`src/rtl/alu16_div_seq.sv`:
```
// Sequential 16-bit restoring divider that borrows the shared ALU for its trial subtracts.
// Define ALU16_DIV_SIGNED_EN to add the signed_mode port and the sign-fixup state.
module alu16_div_seq (
  input  logic        clk,
  input  logic        rst,
  input  logic        start_valid,
  output logic        start_ready,
  input  logic [15:0] dividend,
  input  logic [15:0] divisor,
`ifdef ALU16_DIV_SIGNED_EN
  input  logic        signed_mode,
`endif
  output logic        res_valid,
  input  logic        res_ready,
  output logic [15:0] quotient,
  output logic [15:0] remainder,
  output logic        div_by_zero,
  output logic [15:0] alu_a,
  output logic [15:0] alu_b,
  output logic        alu_bnegate,
  output logic [2:0]  alu_op,
  input  logic [15:0] alu_result,
  input  logic        alu_carryout
);

  localparam logic [2:0] OP_ADD = 3'b010;

  // state   | meaning
  // S_IDLE  | waiting for operands, start_ready high
  // S_RUN   | one shift/subtract iteration per cycle through the ALU
  // S_FIXUP | apply result signs (signed build only)
  // S_DONE  | result presented until res_ready
  typedef enum logic [1:0] {
    S_IDLE  = 2'd0,
    S_RUN   = 2'd1,
`ifdef ALU16_DIV_SIGNED_EN
    S_FIXUP = 2'd3,
`endif
    S_DONE  = 2'd2
  } state_t;

  state_t      state_q, state_d;
  logic [15:0] dreg_q, dreg_d;
  logic [15:0] qreg_q, qreg_d;
  logic [15:0] rem_q, rem_d;
  logic [3:0]  cnt_q, cnt_d;
  logic        dbz_q, dbz_d;
  logic        take;
`ifdef ALU16_DIV_SIGNED_EN
  logic        sgn_q, sgn_d;
  logic        neg_q_q, neg_q_d;
  logic        neg_r_q, neg_r_d;
`endif

  always_ff @(posedge clk or posedge rst) begin
    if (rst) begin
      state_q <= S_IDLE;
      dreg_q  <= '0;
      qreg_q  <= '0;
      rem_q   <= '0;
      cnt_q   <= '0;
      dbz_q   <= 1'b0;
`ifdef ALU16_DIV_SIGNED_EN
      sgn_q   <= 1'b0;
      neg_q_q <= 1'b0;
      neg_r_q <= 1'b0;
`endif
    end else begin
      state_q <= state_d;
      dreg_q  <= dreg_d;
      qreg_q  <= qreg_d;
      rem_q   <= rem_d;
      cnt_q   <= cnt_d;
      dbz_q   <= dbz_d;
`ifdef ALU16_DIV_SIGNED_EN
      sgn_q   <= sgn_d;
      neg_q_q <= neg_q_d;
      neg_r_q <= neg_r_d;
`endif
    end
  end

  // rem[15] set means the shifted partial remainder is 17 bits wide, so it always exceeds dreg.
  assign take = rem_q[15] | alu_carryout;

  always_comb begin
    state_d = state_q;
    dreg_d  = dreg_q;
    qreg_d  = qreg_q;
    rem_d   = rem_q;
    cnt_d   = cnt_q;
    dbz_d   = dbz_q;
`ifdef ALU16_DIV_SIGNED_EN
    sgn_d   = sgn_q;
    neg_q_d = neg_q_q;
    neg_r_d = neg_r_q;
`endif
    case (state_q)
      S_IDLE: begin
        if (start_valid) begin
          cnt_d  = '0;
          dreg_d = divisor;
          qreg_d = dividend;
          rem_d  = '0;
`ifdef ALU16_DIV_SIGNED_EN
          sgn_d   = signed_mode;
          neg_q_d = signed_mode & (dividend[15] ^ divisor[15]);
          neg_r_d = signed_mode & dividend[15];
          if (signed_mode && divisor[15])  dreg_d = -divisor;
          if (signed_mode && dividend[15]) qreg_d = -dividend;
`endif
          if (divisor == 16'd0) begin
            state_d = S_DONE;
            qreg_d  = 16'hFFFF;
            rem_d   = dividend;
            dbz_d   = 1'b1;
          end else begin
            state_d = S_RUN;
            dbz_d   = 1'b0;
          end
        end
      end
      S_RUN: begin
        rem_d  = take ? alu_result : alu_a;
        qreg_d = {qreg_q[14:0], take};
        cnt_d  = cnt_q + 4'd1;
        if (cnt_q == 4'd15) begin
`ifdef ALU16_DIV_SIGNED_EN
          state_d = sgn_q ? S_FIXUP : S_DONE;
`else
          state_d = S_DONE;
`endif
        end
      end
`ifdef ALU16_DIV_SIGNED_EN
      S_FIXUP: begin
        if (neg_q_q) qreg_d = -qreg_q;
        if (neg_r_q) rem_d = -rem_q;
        state_d = S_DONE;
      end
`endif
      S_DONE: begin
        if (res_ready) state_d = S_IDLE;
      end
      default: state_d = S_IDLE;
    endcase
  end

  always_comb begin
    start_ready = (state_q == S_IDLE);
    res_valid   = (state_q == S_DONE);
    quotient    = qreg_q;
    remainder   = rem_q;
    div_by_zero = dbz_q;
    alu_a       = {rem_q[14:0], qreg_q[15]};
    alu_b       = dreg_q;
    alu_bnegate = 1'b1;
    alu_op      = OP_ADD;
  end

endmodule

```
`config.mk`:
```
export PLATFORM = sky130hd
export DESIGN_NAME = alu16_div_seq
export DESIGN_NICKNAME = d
export VERILOG_FILES = /design/src/rtl/alu16_div_seq.sv
export SDC_FILE = /design/constraint.sdc
export NUM_CORES = 1
export LEC_CHECK = 0
export BUFFER_PORTS_ARGS = -buffer_cell sky130_fd_sc_hd__buf_2
export CAP_MARGIN = 20
export CORE_MARGIN = 1
export CORE_UTILIZATION = 42
export DETAILED_ROUTE_END_ITERATION = 7
export HOLD_SLACK_MARGIN = 0.08
export PLACE_DENSITY = 0.69
export SETUP_SLACK_MARGIN = 0.3
export SLEW_MARGIN = 20
export SYNTH_ARGS = -nofsm -noshare
export SYNTH_HDL_FRONTEND = slang
export SYNTH_SLANG_ARGS = --single-unit
```
`constraint.sdc`:
```
create_clock -name clk -period 4.6 [get_ports clk]
set_input_delay 0.69 -clock clk [delete_from_list [all_inputs] [get_ports clk]]
set_output_delay 0.69 -clock clk [all_outputs]
set_load 0.03 [all_outputs]
```
=== Word-level counts from Yosys, hierarchy flattened ===
Index checks and enable logic that the tools add are counted.
W data, S select, Z words.

* Bits in registers: 55
* Output and inout port bits: 71

* Add/subtract/negate cells: 1
* Eq/ne operators: 6
* Mux-type cells: 15
* Bitwise logic cells: 1
* Reduce and logical (&&, ||, !) cells: 6

{| class="wikitable"
|+ Operators by type and width
! kind !! number
|-
| $mux W16 || 5
|-
| $pmux W16 S2 || 2
|-
| $logic_not A16 Y1 || 1
|-
| $mux W2 || 4
|-
| $pmux W4 S2 || 1
|-
| $pmux W2 S3 || 1
|-
| $add A4 B1 Y4 const B || 1
|-
| $eq A4 B4 Y1 const B || 1
|-
| $mux W4 || 1
|-
| $ne A2 B2 Y1 const B || 2
|-
| $reduce_and A2 Y1 || 2
|-
| $reduce_and A3 Y1 || 1
|-
| $eq A2 B1 Y1 const B || 1
|-
| $eq A2 B2 Y1 const B || 1
|-
| $logic_not A2 Y1 || 1
|-
| $ne A2 B1 Y1 const B || 1
|-
| $reduce_bool A2 Y1 || 1
|-
| $mux W1 || 1
|-
| $or A1 B1 Y1 || 1
|}

=== Depth between registers and ports, before layout ===
* Depth after elaboration: 4
* Gate-level depth with buffers: 6
* Depth with buffers taken out: 3

=== Least setup slack after synthesis ===
No wires, ideal clock.

* Path kind: reg-to-output
* From: register state_q[0]
* To: output res_valid
* Arrival time: 0.979 ns
* Slack: 2.931 ns
* Cell stages (with the launch flop): 3
* Buffers on the path: 1
* Cells stage by stage: dfrtp_1 > buf_4 > nor2b_1

* Word-level cells in the longest chain between the ends: 1

{| class="wikitable"
|+ RTL lines
! element !! line !! text
|-
| from (decl) || 42 || <nowiki>state_t state_q, state_d;</nowiki>
|-
| from (signal assigned) || 69 || <nowiki>state_q <= state_d;</nowiki>
|-
| $eq A2 B2 Y1 || 151 || <nowiki>res_valid = (state_q == S_DONE);</nowiki>
|-
| to (decl) || 13 || <nowiki>output logic res_valid,</nowiki>
|}

Every way passes these cells.

=== Worst setup path in the final report ===
* From: register state_q[0]
* To: register dreg_q[7] (netlist: alu_b[7])

* Word-level cells in the longest chain between the ends: 2

{| class="wikitable"
|+ RTL lines
! element !! line !! text
|-
| $logic_not A2 Y1 || 98 || <nowiki>case (state_q)</nowiki>
|-
| $reduce_and A2 Y1 (no source line) || - ||
|-
| to (signal assigned) || 70 || <nowiki>dreg_q <= dreg_d;</nowiki>
|-
| to (decl) || 43 || <nowiki>logic [15:0] dreg_q, dreg_d;</nowiki>
|}

Every way passes these cells.
A chain may end at the register's enable or synchronous reset.

==> impl_metrics.json <==
{
  "dieWidth_um": 87.3,
  "wl_met3_um": 503,
  "yosysSeqAreaShare": 0.450,
  "core_area_sq_um": 6910,
  "finalHoldViolCount": 0,
  "clkTransAtPathRegs_ns": 0.09,
  "place_congestion": 0.822,
  "max_freq_mhz": 499,
  "finalNonFillerCells": 478,
  "outcome": "complete, no violations",
  "ys_ff_latch": 55,
  "finClkSkew_ns": 0.00653,
  "ant_nets": 0,
  "tightest_slew_ns": 0.857,
  "synth_edf_count": 0,
  "pre_cts_slack_ns": 2.30,
  "rsz0062_at_grt": "false",
  "top_layer": "met4",
  "port_buffers": 119,
  "dp_cells": 470,
  "yosysMostFrequentCell": "dfrtp_1",
  "syn_to_final_growth_pct": 19.1,
  "first_global_vias": 2285,
  "via_per_inst": 5.24,
  "post-route-util": 0.527,
  "yosys.area.top_type": "dfrtp_1",
  "synth_top_area_frac": 0.450,
  "synth_cell_types": 34,
  "wl_per_cell_um": 15.0,
  "syn_area_per_cell_sq_um": 10.4,
  "drive_above_1_share": 0.440,
  "slew_headroom": 0.427,
  "grt_usage": 0.191,
  "drt_iter0_drc": 104,
  "max_cap_viol_count": 0,
  "routed_wl_um": 7180,
  "root_buffer": "clkbuf_8",
  "total_power_mw": 2.75,
  "worst_setup_path_start_kind": "register",
  "setup_tns_ns": 0,
  "dp_hpwl_um": 5130,
  "ys_dominant_reg_cell": "dfrtp_1",
  "grt_pass1_wl_um": 11300,
  "die_area_sq_um": 7620,
  "p_per_area_nw_per_um2": 754,
  "cp.arrival_ns": 2.19,
  "finalCritPeriodShare": 0.435,
  "synth_common_cells": "dfrtp_1, nand2_1, buf_4, o21ai_1",
  "grt_overflow": 0,
  "vias": 2507,
  "cts_made_buffers": 5,
  "period_minus_slack_ns": 2.00,
  "io_pins": 124,
  "synthesis.area_sq_um": 3060,
  "cts_resized": 0,
  "syn_inst": 294,
  "row_count": 30,
  "worstSetupPathType": "register to register",
  "synthTopCellsByArea": "dfrtp_1, buf_4, o211ai_2",
  "end_kind": "register",
  "layout.nets": 435,
  "firstDrtPassIters": 4,
  "cts_buffer_depth": 2,
  "ir_drop_mv": 0.349,
  "start_util": 0.443,
  "clk_latency_ns": 0.30,
  "setup-violations-final": 0,
  "die_height_um": 87.3,
  "final.setup.worst_slack_ns": 2.60,
  "slew_violations": 0,
  "ys_warn_count": 0,
  "crit_fanout": 17,
  "ys_async_sr_fraction": 1.00,
  "antenna_found_initial": 0,
  "cellLeakagePower_nw": 1.64,
  "hold_class": "register to register",
  "wl_met1_um": 3080,
  "wl_met2_um": 3530,
  "cts.sinks": 55,
  "hold_buffers": 0,
  "drcViolationCount": 0,
  "htreeDepth": 2,
  "n_antenna_cell": 0,
  "cp.required_ns": 4.79,
  "grt_max_degree": 56,
  "post_cts_buffers": 0,
  "cts_tree": "done"
}
[cell families after synthesis]
| group | after synthesis | share of synthesized area |
|---|---|---|
| adder cells (fa/ha/maj) | 1 | 0.00409 |
| AND/OR/NAND/NOR | 82 | 0.151 |
| flip-flops | 55 | 0.450 |
| AO/OA/AOI/OAI | 88 | 0.225 |
| buffers and inverters | 47 | 0.0986 |
| other | 2 | 0.00246 |
| multiplexers | 18 | 0.0659 |
| XOR/XNOR | 1 | 0.00287 |
[report_power, final]
part           leakage (nW)  internal, mW  total [mW]  switching [mW]
logic                 0.921         0.494        1.52            1.03
clock network        0.0612         0.176       0.328           0.152
registers             0.654         0.716       0.895           0.179
total                  1.64          1.39        2.75            1.36
[final timing paths]
kind / startpoint / to / slack, ns / cells past startpoint
min reg2reg: alu_b[5] / alu_b[5] / 0.49 / 1
max in group asynchronous: rst / alu_b[11] / 3.57 / 3
min in group asynchronous: rst / quotient[1] / 0.57 / 3
min: alu_b[5] / alu_b[5] / 0.49 / 1
max reg2reg: state_q[0] / alu_b[7] / 2.60 / 3
max: state_q[0] / alu_b[7] / 2.60 / 3
[routing by layer]
layer	GRT usage	up-vias
met3	0.0427	4
met2	0.326	92
met1	0.248	1207
li1	-	1204
met5	0	-
met4	0.0402	0
[per-stage QoR]
step | hold WS (ns) | instance area [sq um]
5_1_grt | 0.505 | 3640
3_3_place_gp | 0.461 | 3520
3_5_place_dp | 0.472 | 3520
6_report | 0.486 | 3640
4_1_cts | 0.494 | 3640
2_1_floorplan | 0.474 | 3060
[placed cells by master (no fill, tap or decap)]
cell type / netlist / layout
o21ai_1: 19 / 19
o21ba_1: 1 / 1
o22ai_1: 14 / 14
clkinv_2: 0 / 1
clkbuf_8: 0 / 6
nor3b_4: 1 / 1
mux2i_1: 1 / 1
conb_1: 2 / 4
nand4_2: 1 / 1
nand3_1: 3 / 3
buf_4: 24 / 5
nand2b_1: 3 / 3
o221ai_1: 2 / 2
o211ai_2: 14 / 14
nor3b_1: 16 / 16
xor2_1: 1 / 1
mux2_1: 14 / 14
bufinv_16: 0 / 1
ha_1: 1 / 1
a21oi_2: 10 / 10
o21a_1: 16 / 16
a21oi_1: 5 / 5
mux2_2: 3 / 3
nand2_1: 35 / 35
buf_2: 10 / 119
dfrtp_1: 55 / 55
o211ai_1: 2 / 2
nor2_1: 2 / 2
nor2b_2: 0 / 1
nor2b_1: 2 / 1
inv_2: 0 / 1
o32ai_1: 1 / 1
a22o_1: 3 / 3
nor4_2: 4 / 4
nor3_1: 15 / 15
o21bai_4: 1 / 1
[cell type report]
| type | count | area (sq um) |
|---|---|---|
| Inverter | 1 | 3.75 |
| Tap cell | 96 | 120 |
| Clock buffer | 6 | 82.6 |
| Sequential cell | 55 | 1380 |
| Timing Repair Buffer | 124 | 633 |
| Multi-Input combinational cell | 194 | 1390 |
| Fill cell | 660 | 3270 |
| Clock inverter | 2 | 35.0 |
[worst max-delay path, stage by stage, from the launching register on]
cell,delay [ns]
dfrtp_1,0.50
nor3b_4,0.65
buf_4,0.37
mux2_2,0.36
[state kept, by name, summed over array words and instances, names as in the netlist]
| signal | count |
|---|---|
| remainder | 16 |
| cnt_q | 4 |
| div_by_zero | 1 |
| quotient | 16 |
| alu_b | 16 |
| state_q | 2 |
(Power assumes the default switching activity.)
